**config.mk**
```make
export PLATFORM = sky130hd
export DESIGN_NAME = ex_sequencer
export DESIGN_NICKNAME = d
export VERILOG_FILES = /design/src/rtl/ex_sequencer.sv
export SDC_FILE = /design/constraint.sdc
export NUM_CORES = 1
export LEC_CHECK = 0
export ABC_AREA = 0
export CAP_MARGIN = 25
export CORE_MARGIN = 2
export CORE_UTILIZATION = 40
export CTS_BUF_LIST = sky130_fd_sc_hd__clkbuf_16
export DETAILED_ROUTE_END_ITERATION = 6
export MAX_ROUTING_LAYER = met4
export PLACE_DENSITY = 0.79
export SLEW_MARGIN = 20
export SYNTH_ARGS = -nofsm -noshare
export SYNTH_HDL_FRONTEND = slang
export SYNTH_SLANG_ARGS = --single-unit
```
**constraint.sdc**
```tcl
create_clock -name clk -period 3.1 [get_ports clk]
set_clock_uncertainty 0.15 [all_clocks]
set_input_delay 0.465 -clock clk [delete_from_list [all_inputs] [get_ports clk]]
set_output_delay 0.465 -clock clk [all_outputs]
set_load 0.01 [all_outputs]
```
**src/rtl/ex_sequencer.sv**
```systemverilog
// EX-stage sequencer: selects the single-cycle ALU path or the multi-cycle multiply
// unit, bounds the MU wait with a timeout and returns a registered one-cycle exdone.
module ex_sequencer #(
  parameter int XLEN    = 32,
  parameter int TIMEOUT = 64,
  parameter int LATW    = 8
) (
  input  logic            clk,
  input  logic            rst,
  input  logic            exstart,
  input  logic            ismul,
  input  logic [1:0]      mulctl_in,
  input  logic [XLEN-1:0] alures,
  input  logic [XLEN-1:0] mulres,
  input  logic            muldone,
  output logic            mulstart,
  output logic [1:0]      mulctl,
  output logic            ifuresctl,
  output logic [XLEN-1:0] exres,
  output logic            exdone,
  output logic            busy,
  output logic            errtimeout,
  output logic [LATW-1:0] lastlat
);

  localparam int WCW = $clog2(TIMEOUT);
  localparam logic [LATW-1:0] LAT_MAX = '1;

  typedef enum logic [1:0] {
    IDLE  = 2'd0,
    ISSUE = 2'd1,
    WAIT  = 2'd2,
    DONE  = 2'd3
  } state_t;

  state_t         state_r;
  logic [WCW-1:0] waitcnt_r;

  // Latency reported for a WAIT exit at count cnt is cnt+1, clamped to the counter range.
  function automatic logic [LATW-1:0] sat_lat(input logic [WCW-1:0] cnt);
    logic [31:0] inc;
    inc = 32'(cnt) + 32'd1;
    if (inc > 32'(LAT_MAX)) begin
      sat_lat = LAT_MAX;
    end else begin
      sat_lat = LATW'(inc);
    end
  endfunction

  // Sequencer state machine; every output is a register updated here.
  always_ff @(posedge clk) begin
    if (rst) begin
      state_r    <= IDLE;
      waitcnt_r  <= '0;
      mulstart   <= 1'b0;
      mulctl     <= 2'd0;
      ifuresctl  <= 1'b0;
      exres      <= {XLEN{1'b0}};
      exdone     <= 1'b0;
      busy       <= 1'b0;
      errtimeout <= 1'b0;
      lastlat    <= {LATW{1'b0}};
    end else begin
      mulstart <= 1'b0;
      exdone   <= 1'b0;
      case (state_r)
        IDLE: begin
          if (exstart) begin
            busy <= 1'b1;
            if (ismul) begin
              mulctl    <= mulctl_in;
              ifuresctl <= 1'b1;
              mulstart  <= 1'b1;
              state_r   <= ISSUE;
            end else begin
              exres     <= alures;
              ifuresctl <= 1'b0;
              exdone    <= 1'b1;
              state_r   <= DONE;
            end
          end else begin
            busy    <= 1'b0;
            state_r <= IDLE;
          end
        end
        ISSUE: begin
          waitcnt_r <= '0;
          state_r   <= WAIT;
        end
        WAIT: begin
          // A completion in the final wait cycle takes priority over the timeout.
          if (muldone) begin
            exres   <= mulres;
            lastlat <= sat_lat(waitcnt_r);
            exdone  <= 1'b1;
            state_r <= DONE;
          end else if (waitcnt_r == WCW'(TIMEOUT - 1)) begin
            exres      <= {XLEN{1'b0}};
            errtimeout <= 1'b1;
            lastlat    <= sat_lat(waitcnt_r);
            exdone     <= 1'b1;
            state_r    <= DONE;
          end else begin
            waitcnt_r <= waitcnt_r + WCW'(1);
            state_r   <= WAIT;
          end
        end
        DONE: begin
          busy    <= 1'b0;
          state_r <= IDLE;
        end
        default: begin
          busy    <= 1'b0;
          state_r <= IDLE;
        end
      endcase
    end
  end

endmodule

```
==> results of run 1 <==
## routing by layer
| layer | share of wire [%] | GRT usage [%] | routed length (microns) |
|---|---|---|---|
| met1 | 43 | 24.5 | 2930 |
| met2 | 48 | 33.7 | 3340 |
| met3 | 8.2 | 5.37 | 566 |
| met4 | 0.74 | 4.47 | 51 |
| met5 | 0 | - | 0 |
## cell usage after synthesis (5+ instances only)
cell type  number
a22oi_1        32
mux2i_1         6
nand3_1         6
dfxtp_1        54
nor2_1         13
a211oi_2       12
a21oi_1        41
a211oi_1       23
clkbuf_1        9
nand2_1        10
buf_6           7
buf_2           7
ha_1            5
## logic make-up (layout without fill, tap and decap cells)
family,count (synthesis),after routing,synth area share [%]
multiplexers,6,6,2.41
AND/OR/NAND/NOR,43,43,8.93
adder cells (fa/ha/maj),5,5,2.51
buffers and inverters,31,135,7.28
flip-flops,54,54,43.4
other,1,1,0.150
XOR/XNOR,4,4,1.41
AO/OA/AOI/OAI,115,115,34.0
## flip-flops by register name, summed over array words and instances, names as in the netlist
name        flops
exres          32
lastlat         7
waitcnt_r       6
mulctl          2
state_r         2
busy            1
errtimeout      1
exdone          1
ifuresctl       1
mulstart        1
## worst min-delay path: stages, from the launching register on
cell,delay [ns]
dfxtp_1,0.32
nand2_1,0.05
a21oi_1,0.05
## power by group
group | switching [mW] | total [mW] | internal [mW]
Sequential | 0.0268 | 0.772 | 0.746
Clock | 0.222 | 0.511 | 0.289
Combinational | 0.187 | 0.429 | 0.242
## stage by stage
| stage | util (%) | worst slack (ns) | instance area [sq um] | hold WS (ns) |
|---|---|---|---|---|
| floorplan | - | 1.37 | 2490 | 0.328 |
| global placement | 61.2 | 0.770 | 3650 | 0.305 |
| CTS | 63.4 | 0.952 | 3780 | 0.321 |
| global route | 63.4 | 0.825 | 3780 | 0.364 |
| finish | 63.4 | 0.946 | 3780 | 0.316 |
| detailed placement | 61.2 | 0.695 | 3650 | 0.309 |
## worst paths after layout
kind / start / end / slack, ns / depth (start not counted)
worst min register to register: ifuresctl$_SDFFE_PP0P_ / ifuresctl$_SDFFE_PP0P_ / 0.32 / 2
worst max-delay path: state_r[0]$_SDFF_PP0_ / exres[5]$_SDFFE_PP0P_ / 0.95 / 7
worst max register to register: state_r[0]$_SDFF_PP0_ / exres[5]$_SDFFE_PP0P_ / 0.95 / 7
worst min-delay path: ifuresctl$_SDFFE_PP0P_ / ifuresctl$_SDFFE_PP0P_ / 0.32 / 2
## final cells by class
| type | count | area (sq um) |
|---|---|---|
| Timing Repair Buffer | 123 | 1220 |
| Clock inverter | 2 | 7.51 |
| Multi-Input combinational cell | 174 | 1230 |
| Tap cell | 75 | 93.8 |
| Inverter | 5 | 18.8 |
| Sequential cell | 54 | 1080 |
| Fill cell | 504 | 2180 |
| Clock buffer | 5 | 125 |
==> metrics.cfg, run 1 <==
[sta]
rsz0062_at_grt = no
post-route-min-period_ns = 2.15
setup_viol = 0
worstMarginPinSlew_ns = 0.823
slew_violations = 0
relSlewSlack_pct = 45.1
setup_tns_ns = 0
fin_crit_sh_pct = 69.5
finalHoldViolations = 0
clock.fmax_ghz = 0.464

[pwr]
pwr_density_cell_mw_per_mm2 = 453
p_total_mw = 1.71
peakVddDrop_mv = 0.285
power_leakage_nw = 1.33

[worst_setup_path]
crit_chain = inv_1, ha_1, and2b_2, o21ai_4, and2_1, buf_4, a211oi_1
cpPeakStageDelay_ns = 0.40
critPathTopFamily = simple AND/OR/NAND/NOR gates
worst-path-buf-inv = 2
cp-end-kind = flop
cp_max_fo = 10
arrival_ns = 2.13
critPathSlowestCell = and2_1
critPathLaunchType = flop
worstPathRequired_ns = 3.07
critPathKind = flop to flop

[logic_synthesis]
synthArstFlopShare_pct = 0
synth_warnings = 0
synth_area_sq_mm = 0.00249
yosysSeqAreaShare_pct = 43.4
synth_top_cell_by_area = dfxtp_1
synth_cells = 259
synth.avg_cell_area_sq_um = 9.63
synthDistinctLibCells = 35
synth_top_area_share_pct = 43.4
synth-edff-count = 0
synth.top_cells.by_area = dfxtp_1 (43%), a22oi_1 (9.6%), a21oi_1 (8.2%)
ys_ff_latch = 54
synth_nets = 335
synth_top_flop_cell = dfxtp_1

[die]
die-area_sq_mm = 0.00688
core_sq_mm = 0.00596
start_util_pct = 41.9
fp.dieH_microns = 83.0
die_w_microns = 83.0
row_count = 28
io_pins = 118

[global_routing]
grt_pass1_vias = 2343
antenna_found_initial = 0
grt_usage_pct = 20.2
overflow = 0
grt_start_max_net_pins = 44
grt_pass1_wl_mm = 11.3

[cts]
cts_root_buf = clkbuf_16
path_clk_slew_ns = 0.06
clock_latency_ns = 0.28
cts_buffer_depth = 2
cts_setup_buffers = 0
htree_levels = 2
post_cts_resized = 0
cts_buffers = 5
cts_tree = yes
hold_buffers = 0
cts_sinks = 54

[finish]
nets = 439
layout_common_cells = clkdlybuf4s50_1 (115), dfxtp_1 (54), a21oi_1 (41)
area_growth_pct = 51.5
antenna-diode-count = 0
drive_above_1_share_pct = 8.54
mostFrequentLayoutCell = clkdlybuf4s50_1
stdcell_count = 438

[detailed_routing]
drt_iter0_drc = 141
routed_via_density = 5.44
wire_per_inst_microns = 15.7
firstDrtPassIters = 4
ant_nets = 0
vias = 2383
drt-total-wl_mm = 6.88
drc = 0

[job]
drv_cap = 0

[placement]
port_buffers = 116
placed_cells = 431
place_hpwl_mm = 4.88
gp_congestion = 0.794

[worst_hold_path]
holdCritPathClass = flop to flop

[run_status]
status = finished clean

(Power assumes the default switching activity.)
==> run 2: changes to the inputs <==
==> constraint.sdc (replaced) <==
create_clock -name clk -period 2 [get_ports clk]
set_clock_uncertainty 0.15 [all_clocks]
set_input_delay 0.3 -clock clk [delete_from_list [all_inputs] [get_ports clk]]
set_output_delay 0.3 -clock clk [all_outputs]
set_load 0.01 [all_outputs]
==> run 2 against run 1 <==
Net effect:
- final cell count increased by 2.1%
- total power increased by 59%
- largest power group unchanged
- flip-flop and latch count unchanged
- non-clock buffer count increased by 8
- first-iteration DRC count decreased by 29%
- sequential power increased by 55%
- core utilization increased by 1.9 points
- critical endpoint is now exres[6]$_SDFFE_PP0P_
==> metrics.cfg, run 2 (synthesized netlist as in run 1, its figures left out) <==
[die]
fp.dieH_microns = 83.0
row_count = 28
start_util_pct = 41.9
die-area_sq_mm = 0.00688
io_pins = 118
core_sq_mm = 0.00596
die_w_microns = 83.0

[pwr]
p_comb_share_pct = 25.1
p_seq_share_pct = 44.2
swShare_pct = 26.1
p_switching_mw = 0.710
p_total_mw = 2.71
pwr-share-clk_pct = 30.7
pwr_density_cell_mw_per_mm2 = 698
power.internal_mw = 2.00
power_leakage_nw = 1.37
peakVddDrop_mv = 0.508

[sta]
finalHoldViolations = 0
setup_viol = 0
relSlewSlack_pct = 56.1
post-route-min-period_ns = 1.87
rsz0062_at_grt = no
clock.fmax_ghz = 0.536
worstMarginPinSlew_ns = 0.658
slew_violations = 0
fin_crit_sh_pct = 93.3
setup_tns_ns = 0
timing.final.ws_setup_ns = 0.134

[cts]
path_clk_slew_ns = 0.07
htree_levels = 2
cts_root_buf = clkbuf_16
clock_latency_ns = 0.29
cts_sinks = 54
hold_buffers = 0
cts_setup_buffers = 0
cts_tree = yes
cts_buffers = 5
cts_buffer_depth = 2
post_cts_resized = 0

[placement]
placed_cells = 439
port_buffers = 116
place_hpwl_mm = 5.14
pre_cts_ws_ns = 0.0366
gp_congestion = 0.746

[finish]
reg_top3 = exres x32, lastlat x7, waitcnt_r x6
area_growth_pct = 56.0
mostFrequentLayoutCell = clkdlybuf4s50_1
top_register = exres
layout_common_cells = clkdlybuf4s50_1 (115), dfxtp_1 (54), a21oi_1 (41)
nets = 447
largest_reg_flops = 32
stdcell_count = 447
drive_above_1_share_pct = 11.6
antenna-diode-count = 0

[detailed_routing]
vias = 2421
drc = 0
drt_iter0_drc = 100
routed_via_density = 5.42
wire_per_inst_microns = 15.4
drt-total-wl_mm = 6.91
firstDrtPassIters = 6
ant_nets = 0

[worst_hold_path]
holdCritPathClass = flop to flop

[worst_setup_path]
crit_end = exres[6]$_SDFFE_PP0P_
r2r_setup_slack_ns = 0.13
arrival_ns = 1.92
critPathLaunchType = flop
critPathLaunch = waitcnt_r[0]$_SDFFE_PP0P_
worstPathRequired_ns = 2.05
crit_chain = ha_2, nand3_4, o21ai_4, buf_4, a21oi_1, a211oi_1
cpPeakStageDelay_ns = 0.42
r2r_cells = 6
timing.rr.end = exres[6]$_SDFFE_PP0P_
cp-end-kind = flop
rr_startpoint = waitcnt_r[0]$_SDFFE_PP0P_
critPathSlowestCell = dfxtp_1
cp_max_fo = 16
critPathKind = flop to flop

[global_routing]
grt_start_max_net_pins = 32
grt_pass1_vias = 2250
grt_usage_pct = 20.4
overflow = 0
antenna_found_initial = 0
grt_pass1_wl_mm = 11.4

[job]
drv_cap = 0

[run_status]
status = finished clean

[run 2: cell type report]
cell class / instances / area (sq um)
Fill cell: 521 / 2070
Timing Repair Buffer: 131 / 1320
Multi-Input combinational cell: 174 / 1240
Sequential cell: 54 / 1080
Clock buffer: 5 / 125
Tap cell: 75 / 93.8
Inverter: 5 / 18.8
Clock inverter: 3 / 16.3
[run 2: critical path, delay by kind of cell (launching register included)]
family | cells | cell delay (ns)
adder cells (fa/ha/maj) | 1 | 0.28
AO/OA/AOI/OAI | 3 | 0.54
buffers and inverters | 1 | 0.24
flip-flops | 1 | 0.42
AND/OR/NAND/NOR | 1 | 0.14
[run 2: power groups by stage]
stage / clock network [mW] / registers (mW) / logic, mW
floorplan: 0 / 1.25 / 0.294
global placement: 0 / 1.22 / 0.671
detailed placement: 0 / 1.22 / 0.686
CTS: 0.853 / 1.20 / 0.690
global route: 0.907 / 1.21 / 0.735
finish: 0.833 / 1.20 / 0.682
[run 2: through the flow]
stage / instance area (sq um) / hold slack (ns) / utilization [%]
detailed placement: 3740 / 0.301 / 62.9
floorplan: 2490 / 0.294 / -
finish: 3890 / 0.315 / 65.3
global route: 3890 / 0.325 / 65.3
global placement: 3740 / 0.301 / 62.9
CTS: 3880 / 0.315 / 65.2
[run 2: worst min-delay path by stage]
stage | to | startpoint | cells after the start
global placement | ifuresctl$_SDFFE_PP0P_ | ifuresctl$_SDFFE_PP0P_ | 2
detailed placement | ifuresctl$_SDFFE_PP0P_ | ifuresctl$_SDFFE_PP0P_ | 2
global route | ifuresctl$_SDFFE_PP0P_ | ifuresctl$_SDFFE_PP0P_ | 2
finish | ifuresctl$_SDFFE_PP0P_ | ifuresctl$_SDFFE_PP0P_ | 2
CTS | ifuresctl$_SDFFE_PP0P_ | ifuresctl$_SDFFE_PP0P_ | 2
floorplan | mulctl[0]$_SDFFE_PP0P_ | mulctl_in[0] | 2
[run 2: per-layer routing]
| metal | wire, microns | track usage (%) |
|---|---|---|
| met1 | 3060 | 25.7 |
| met2 | 3240 | 32.2 |
| met3 | 516 | 6.06 |
| met4 | 93 | 5.07 |
| met5 | 0 | - |
